--- src/rtl/wb_echo_capture_pkg.sv ---
// Shared definitions for the echo pulse-width capture block:
// register map, CTRL bit positions, FSM encoding, default timeout.
package wb_echo_capture_pkg;

   localparam logic [1:0] reg_ctrl    = 2'd0;
   localparam logic [1:0] reg_width   = 2'd1;
   localparam logic [1:0] reg_timeout = 2'd2;
   localparam logic [1:0] reg_count   = 2'd3;

   localparam int ctrl_arm      = 0;
   localparam int ctrl_clr_done = 1;
   localparam int ctrl_clr_to   = 2;
   localparam int ctrl_busy     = 3;
   localparam int ctrl_irq_en   = 4;
   localparam int ctrl_auto_arm = 5;

   typedef enum logic [1:0] {
      st_idle      = 2'd0,
      st_wait_rise = 2'd1,
      st_measure   = 2'd2,
      st_done      = 2'd3
   } state_t;

   // 40 ms worth of clock cycles
   function automatic int unsigned default_timeout(input int unsigned freq);
      return freq / 25;
   endfunction

endpackage

--- src/rtl/echo_sync_edge.sv ---
// Optional 2-FF synchroniser followed by a one-flop edge detector.
// rise/fall are one-cycle pulses derived from the (synchronised) level.
module echo_sync_edge #(
   parameter bit sync = 1'b1
) (
   input  logic clk,
   input  logic reset,
   input  logic sig,
   output logic level,
   output logic rise,
   output logic fall
);

   logic prev;

   generate
      if (sync) begin : g_sync
         logic s1;
         logic s2;
         always_ff @(posedge clk or posedge reset) begin
            if (reset) begin
               s1 <= 1'b0;
               s2 <= 1'b0;
            end else begin
               s1 <= sig;
               s2 <= s1;
            end
         end
         assign level = s2;
      end else begin : g_bypass
         assign level = sig;
      end
   endgenerate

   always_ff @(posedge clk or posedge reset) begin
      if (reset) prev <= 1'b0;
      else       prev <= level;
   end

   assign rise = level & ~prev;
   assign fall = ~level & prev;

endmodule

--- src/rtl/wb_echo_capture.sv ---
// Wishbone slave measuring the high-pulse width of the ultrasonic
// echo line in clock cycles, with timeout and completion interrupt.
module wb_echo_capture
   import wb_echo_capture_pkg::*;
#(
   parameter int unsigned clk_freq        = 50000000,
   parameter int unsigned timeout_default = default_timeout(clk_freq),
   parameter int unsigned cnt_width       = 32
) (
   input  logic        clk,
   input  logic        reset,
   input  logic [31:0] wb_adr_i,
   input  logic [31:0] wb_dat_i,
   output logic [31:0] wb_dat_o,
   input  logic [3:0]  wb_sel_i,
   input  logic        wb_stb_i,
   input  logic        wb_cyc_i,
   input  logic        wb_we_i,
   output logic        wb_ack_o,
   input  logic        echo_i,
   input  logic        trig_i,
   output logic        intr
);

   localparam logic [cnt_width-1:0] one = cnt_width'(1);

   state_t               state;
   logic [cnt_width-1:0] count;
   logic [cnt_width-1:0] tcnt;
   logic [cnt_width-1:0] width;
   logic [cnt_width-1:0] timeout_reg;
   logic [cnt_width-1:0] tlim;
   logic                 done;
   logic                 to_flag;
   logic                 to_pend;
   logic                 irq_en;
   logic                 auto_arm;

   logic echo_level, echo_rise, echo_fall;
   logic trig_level, trig_rise, trig_fall;

   logic        req, wr, rd, ctrl_wr, arm, expire, busy;
   logic [1:0]  adr;
   logic [31:0] rdata;
   logic [31:0] t_new;
   logic        unused;

   echo_sync_edge #(.sync(1'b1)) u_echo (
      .clk   (clk),
      .reset (reset),
      .sig   (echo_i),
      .level (echo_level),
      .rise  (echo_rise),
      .fall  (echo_fall)
   );

   // trig_i is already in the clk domain
   echo_sync_edge #(.sync(1'b0)) u_trig (
      .clk   (clk),
      .reset (reset),
      .sig   (trig_i),
      .level (trig_level),
      .rise  (trig_rise),
      .fall  (trig_fall)
   );

   function automatic logic [cnt_width-1:0] sat_inc(
      input logic [cnt_width-1:0] v
   );
      return (&v) ? v : v + one;
   endfunction

   assign adr     = wb_adr_i[3:2];
   assign req     = wb_stb_i & wb_cyc_i & ~wb_ack_o;
   assign wr      = req & wb_we_i;
   assign rd      = req & ~wb_we_i;
   assign ctrl_wr = wr && (adr == reg_ctrl);
   assign busy    = (state != st_idle);
   assign arm     = ~busy & ((ctrl_wr & wb_dat_i[ctrl_arm])
                           | (auto_arm & trig_fall));
   assign tlim    = (timeout_reg == '0) ? '1 : timeout_reg;
   assign expire  = (tcnt >= tlim - one);
   assign intr    = done & irq_en;
   assign unused  = ^{wb_adr_i[31:4], wb_adr_i[1:0], trig_level, trig_rise};

   always_comb begin
      t_new = 32'(timeout_reg);
      for (int b = 0; b < 4; b++) begin
         if (wb_sel_i[b]) t_new[8*b +: 8] = wb_dat_i[8*b +: 8];
      end
   end

   always_comb begin
      rdata = '0;
      unique case (adr)
         reg_ctrl: begin
            rdata[ctrl_clr_done] = done;
            rdata[ctrl_clr_to]   = to_flag;
            rdata[ctrl_busy]     = busy;
            rdata[ctrl_irq_en]   = irq_en;
            rdata[ctrl_auto_arm] = auto_arm;
         end
         reg_width:   rdata = 32'(width);
         reg_timeout: rdata = 32'(timeout_reg);
         reg_count:   rdata = 32'(count);
      endcase
   end

   always_ff @(posedge clk or posedge reset) begin
      if (reset) begin
         wb_ack_o    <= 1'b0;
         wb_dat_o    <= '0;
         state       <= st_idle;
         count       <= '0;
         tcnt        <= '0;
         width       <= '0;
         timeout_reg <= cnt_width'(timeout_default);
         done        <= 1'b0;
         to_flag     <= 1'b0;
         to_pend     <= 1'b0;
         irq_en      <= 1'b0;
         auto_arm    <= 1'b0;
      end else begin
         wb_ack_o <= req;
         if (rd) wb_dat_o <= rdata;

         if (ctrl_wr) begin
            irq_en   <= wb_dat_i[ctrl_irq_en];
            auto_arm <= wb_dat_i[ctrl_auto_arm];
            if (wb_dat_i[ctrl_clr_done]) done    <= 1'b0;
            if (wb_dat_i[ctrl_clr_to])   to_flag <= 1'b0;
         end
         if (wr && adr == reg_timeout) timeout_reg <= t_new[cnt_width-1:0];
         if (rd && adr == reg_width)   done <= 1'b0;

         // Flag sets below come last so they win over same-cycle clears
         unique case (state)
            st_idle: begin
               if (arm) begin
                  count   <= '0;
                  tcnt    <= '0;
                  done    <= 1'b0;
                  to_flag <= 1'b0;
                  to_pend <= 1'b0;
                  state   <= st_wait_rise;
               end
            end
            st_wait_rise: begin
               if (expire) begin
                  to_pend <= 1'b1;
                  state   <= st_done;
               end else begin
                  tcnt <= sat_inc(tcnt);
                  if (echo_rise) begin
                     count <= one;
                     state <= st_measure;
                  end else begin
                     count <= sat_inc(count);
                  end
               end
            end
            st_measure: begin
               if (expire) begin
                  to_pend <= 1'b1;
                  state   <= st_done;
               end else begin
                  tcnt <= sat_inc(tcnt);
                  if (echo_fall) begin
                     width <= count;
                     state <= st_done;
                  end else if (echo_level) begin
                     count <= sat_inc(count);
                  end
               end
            end
            st_done: begin
               done <= 1'b1;
               if (to_pend) begin
                  to_flag <= 1'b1;
                  width   <= '1;
               end
               state <= st_idle;
            end
         endcase
      end
   end

endmodule

--- config.mk ---
export PLATFORM = sky130hd
export DESIGN_NAME = wb_echo_capture
export DESIGN_NICKNAME = d
export VERILOG_FILES = /design/src/rtl/wb_echo_capture_pkg.sv /design/src/rtl/echo_sync_edge.sv /design/src/rtl/wb_echo_capture.sv
export SDC_FILE = /design/constraint.sdc
export NUM_CORES = 1
export LEC_CHECK = 0
export CAP_MARGIN = 20
export CORE_UTILIZATION = 45
export DETAILED_ROUTE_END_ITERATION = 16
export PLACE_DENSITY = 0.75
export SLEW_MARGIN = 20
export SYNTH_ARGS = -nofsm -noshare
export SYNTH_HDL_FRONTEND = slang
export SYNTH_SLANG_ARGS = --single-unit
--- constraint.sdc ---
create_clock -name clk -period 7.8 [get_ports clk]
set_input_delay 0.78 -clock clk [delete_from_list [all_inputs] [get_ports clk]]
set_output_delay 0.78 -clock clk [all_outputs]
set_load 0.05 [all_outputs]
## Word-level counts from Yosys, hierarchy flattened

Index checks and enable logic that the tools add are counted.

- Word-level logic and storage cells: 119
- Register bits: 172

- Mux-type cells: 38
- Add/subtract/negate cells: 3
- Equality and inequality tests: 18
- Bitwise logic cells: 18
- Reductions and logical operators: 22
- Order comparisons: 1

Operators by type and width:

| kind | count |
|---|---|
| $mux W32 | 13 |
| $pmux W32 S2 | 2 |
| $pmux W32 S3 | 1 |
| $pmux W26 S3 | 1 |
| $add A32 B1 Y32 const B | 2 |
| $reduce_and A32 Y1 | 2 |
| $ge A32 B32 Y1 | 1 |
| $logic_not A32 Y1 | 1 |
| $sub A32 B1 Y32 const B | 1 |
| $pmux W5 S4 | 1 |
| $ne A2 B2 Y1 const B | 8 |
| $and A1 B1 Y1 | 11 |
| $mux W1 | 10 |
| $mux W2 | 5 |
| $eq A2 B2 Y1 const B | 4 |
| $pmux W2 S4 | 1 |
| $reduce_and A2 Y1 | 4 |
| $reduce_and A4 Y1 | 2 |
| $ne A3 B3 Y1 const B | 2 |
| $not A1 Y1 | 6 |
| $pmux W1 S2 | 3 |
| $reduce_and A3 Y1 | 2 |
| $reduce_and A6 Y1 | 1 |
| $reduce_bool A2 Y1 | 3 |
| other kinds (8) | 13 |

## Longest topological paths before layout

- Depth in word-level cells: 9
- Mapped depth: 20

## Modules after synthesis

A second synthesis with hierarchy kept.

- Cell total of the unflattened synthesis: 1035
- Area total of the unflattened synthesis: 10045.9 um2

Modules (own cells, without submodules):

| module | cells an instance | area each (um2) | times used | sequential area each (um2) |
|---|---|---|---|---|
| wb_echo_capture | 1024 | 9900.7 | 1 | 4212.8 |
| echo_sync_edge at u_echo | 6 | 93.8 | 1 | 75.1 |
| echo_sync_edge at u_trig | 5 | 51.3 | 1 | 25.0 |

## Worst setup path before layout

Ideal clock, no wire load.

- Kind: register -> register
- Start point: register timeout_reg[0]
- End point: register width[8]
- Library setup time: 0.137 ns
- Slack: 3.310 ns
- Data arrival time: 4.353 ns
- Buffers on the path: 2
- Cell stages (with the launch flop): 20
- Cells stage by stage: dfrtp_1 or3_1 nor4_1 nor2b_1 nor4b_4 and3_1 buf_2 nand2_1 mux2_2 o21ai_0 ha_1 nand4_1 nor4_1 a22oi_1 o211ai_1 a211oi_1 nand2b_1 clkbuf_1 o22ai_1 a21oi_1

- Cells in the longest elaborated chain, start to end: 6

RTL lines:

| item | RTL line | source |
|---|---|---|
| start: declaration | wb_echo_capture.sv:31 | `logic [cnt_width-1:0] timeout_reg;` |
| start signal: assignment | wb_echo_capture.sv:117 | `timeout_reg <= cnt_width'(timeout_default);` |
| start signal: assignment | wb_echo_capture.sv:133 | `if (wr && adr == reg_timeout) timeout_reg <= t_new[cnt_width-1:0];` |
| $logic_not A32 Y1 | wb_echo_capture.sv:81 | `assign tlim = (timeout_reg == '0) ? '1 : timeout_reg;` |
| $mux W32 (*) | wb_echo_capture.sv:81 |  |
| $sub A32 B1 Y32 (*) | wb_echo_capture.sv:82 | `assign expire = (tcnt >= tlim - one);` |
| $ge A32 B32 Y1 (*) | wb_echo_capture.sv:82 |  |
| $ne A2 B2 Y1 (no line) (*) | n/a |  |
| $reduce_and A4 Y1 (no line) (*) | n/a |  |
| end signal: assignment | wb_echo_capture.sv:169 | `width <= count;` |
| end: declaration | wb_echo_capture.sv:30 | `logic [cnt_width-1:0] width;` |

Every way passes the cells marked *; elsewhere a longest branch is shown, timed or not.
A chain may end at the register's enable or synchronous reset.

## Worst setup path in the final report

- Start point: register timeout_reg[0]
- End point: register tcnt[21]

- Cells in the longest elaborated chain, start to end: 6

RTL lines:

| item | RTL line | source |
|---|---|---|
| $logic_not A32 Y1 | wb_echo_capture.sv:81 |  |
| $mux W32 (*) | wb_echo_capture.sv:81 |  |
| $sub A32 B1 Y32 (*) | wb_echo_capture.sv:82 |  |
| $ge A32 B32 Y1 (*) | wb_echo_capture.sv:82 |  |
| $ne A2 B2 Y1 (no line) (*) | n/a |  |
| $reduce_and A4 Y1 (no line) (*) | n/a |  |
| end signal: assignment | wb_echo_capture.sv:153 | `tcnt <= sat_inc(tcnt);` |
| end signal: assignment | wb_echo_capture.sv:167 | `tcnt <= sat_inc(tcnt);` |
| end: declaration | wb_echo_capture.sv:29 | `logic [cnt_width-1:0] tcnt;` |

Marks and branches as above.

==> results.toml <==
[global_route]
grt_pass1_vias = 7647
grt.overflow.total = 0
grt_max_degree = 67
grt_pass1_wl_microns = 39700
antenna_found_initial = 0
grtUsageTotal = 0.228

[worst_setup_path]
crit_fanout = 18
crit_family = "simple AND/OR/NAND/NOR gates"
crit_type = "reg -> reg"
endpoint_kind = "flip-flop"
regToRegSetupSlack_ps = 1750
r2r-end = "tcnt[21]"
cp_num_buf_inv = 1
cpMaxStageDelayCell = "or4_1"
crit_arrival_ps = 6410
path_cells = "or3_1 -> nor4_1 -> nor2b_1 -> nor4b_4 -> and3_1 -> nand2_1 -> nor2_1 -> nor2_1 -> ha_1 -> nor2b_1 -> o21ai_0 -> a211oi_1 -> o211ai_1 -> a211oi_4 -> buf_4 -> nand4_1 -> or4_1 -> o21ai_0"
required_ps = 8150
worstSetupStartpointType = "flip-flop"
reg2reg_depth = 18
max_stage_delay_ps = 620
r2r-start = "timeout_reg[0]"

[yosys]
yosys_register_bits = 172
seq_area_frac_synth = 0.442
synth_top_area_share = 0.424
synthesis.area_sq_um = 9750
synth-edff-count = 0
yosysWarningCount = 0
yosys-top-cells-area = "dfrtp_1 42%, mux2_2 7.6%, a21oi_1 5.4%"
syn_nets = 1133
synth_cells = 1020
post_synth_num_cell_types = 53
syn_avg_cell_area_sq_um = 9.56
yosys.area.top_type = "dfrtp_1"
synthArstFlopShare = 1.00
synthFlopType = "dfrtp_1"

[drt]
ant_nets = 0
route.vias.total = 8042
drt_iter0_markers = 683
first_pass_iters = 5
vias_per_cell = 5.94
route.detailed.drc = 0
wl_microns = 24500
wire_per_inst_microns = 18.1

[power_and_ir_drop]
power_leakage_nw = 4.72
powerDensity_nw_per_um2 = 300
p_seq_frac = 0.372
clock_power_share = 0.259
vdd_drop_max_mv = 0.197
swShare = 0.403
power_frac_comb = 0.369
total_power_mw = 3.40
p_int_mw = 2.03
p_sw_mw = 1.37

[timing]
setup_viol = 0
tightest_slew_ps = 992
worst_slack_ps = 1750
period_share = 0.776
drv_slew = 0
finalCriticalPeriod_ps = 6050
clock-skew-final_ps = 13.3
rsz0062_at_grt = "false"
clock.fmax_mhz = 165
hold_viol = 0
holdWs_ps = 410
relSlewSlack = 0.338
fin_setup_tns_ps = 0

[hold_path]
min_to = "u_echo.level"
hold_depth = 0
hp-class = "reg -> reg"
hold_start = "u_echo.g_sync.s1"

[final_layout]
area_delta_synth_final_pct = 16.2
multi_input_area_sq_um = 5140
antenna_cells = 0
nets = 1178
design_area_sq_um = 11300
seqCellArea_sq_um = 4310
final.fill_count = 1824
drive_gt1_frac = 0.128

[clocking]
h-tree-depth = 4
clk_transition_reported_paths_ps = 70
cts_setup_buffers = 0
cts_tree = "yes"
cts_resized = 0
clock_latency_ps = 440
cts.sinks = 172
hold_buffers = 0
cts_made_buffers = 17
cts-root-buf = "clkbuf_16"
cts_buffer_depth = 2

[run]
cap_viol_max_count = 0

[floorplanning]
die_height_microns = 149
initial_utilization = 0.461
ios = 109
core_sq_um = 21200
die_x_microns = 149
placementRows = 53
die-area_sq_um = 22300

[placed_design]
port_buffers = 78
placed_area_sq_um = 10700
gp_routability_congestion = 0.847
pre_cts_slack_ps = 1820
hpwlAfterDp_microns = 16700

[run_status]
status = "completed"
layer usage:
| metal | vias to the layer above | share of wire | track usage |
|---|---|---|---|
| met5 | - | 0 | 0 |
| met4 | 0 | 0.014 | 0.0617 |
| met3 | 25 | 0.060 | 0.0483 |
| met2 | 222 | 0.47 | 0.363 |
| met1 | 3964 | 0.45 | 0.315 |
| li1 | 3831 | - | - |
cells by family (layout without fill, tap and decap cells):
group	after synthesis	count (layout)	share of synthesized area
xor gates and xnor gates	36	36	0.0323
muxes	71	71	0.0878
DFF	172	172	0.442
buffers and inverters	79	137	0.0340
and+or+nand+nor	331	331	0.174
AOI/OAI and AO/OA	293	293	0.181
adders and majority gates	38	38	0.0488
cells in the mapped netlist, types with 7 or more instances:
master    number
buf_2          7
xor2_1        20
mux2_2        66
clkbuf_1      47
xnor2_1       16
nor2b_1       11
a31oi_1       18
and2_1        17
ha_1          38
and3_1        20
nand4_1       28
dfrtp_1      165
nor2_1       115
dfstp_2        7
inv_1         16
or3_1         14
nand2_1       49
o21ai_0       65
a21oi_1      105
nand2b_1       7
a22oi_1       30
o22ai_1       33
and4_1        12
o211ai_1       7
nand3_1       30
power by group through the flow:
stage / clock network [mW] / logic, mW / registers, mW
after detailed placement: 0 / 1.25 / 1.27
after CTS: 0.892 / 1.26 / 1.26
after floorplan: 0 / 0.786 / 1.37
after global routing: 0.930 / 1.38 / 1.29
after global placement: 0 / 1.22 / 1.26
final: 0.879 / 1.25 / 1.26
area by class of cell:
class,count,area share
clock buffer,18,0.0388
sequential,172,0.381
inverter,16,0.00574
multi-input combinational,769,0.453
clock inverter,14,0.0155
timing repair buffer,89,0.0757
tap,275,0.0304
per-stage QoR:
stage                     instances  utilization
after floorplan                1020            -
after global placement         1321        0.506
after detailed placement       1321        0.506
after CTS                      1353        0.535
after global routing           1353        0.536
final                          1353        0.536
layout by cell type, fill, tap and decap left out, types with 7 or more instances in the layout:
cell type and count:
a21oi_1 105, a22oi_1 30, a31oi_1 18, and2_1 17
and3_1 20, and4_1 12, buf_4 11, clkbuf_16 17
clkdlybuf4s50_1 77, dfrtp_1 165, dfstp_2 7, ha_1 38
inv_1 15, mux2_2 66, nand2_1 49, nand2b_1 7
nand3_1 30, nand4_1 28, nor2_1 114, nor2b_1 10
o211ai_1 7, o21ai_0 64, o22ai_1 33, or3_1 14
xnor2_1 16, xor2_1 20
how the worst max path moves through the flow:
stage	from	end	slack [ps]	depth (start not counted)
detailed placement	timeout_reg[0]	tcnt[21]	1820	18
global placement	timeout_reg[0]	tcnt[21]	1920	18
floorplan	reset	auto_arm	2370	1
CTS	timeout_reg[0]	tcnt[21]	1760	18
finish	timeout_reg[0]	tcnt[21]	1750	18
global route	timeout_reg[0]	tcnt[21]	1320	18
Note: power is estimated with default switching activity, not from simulation.
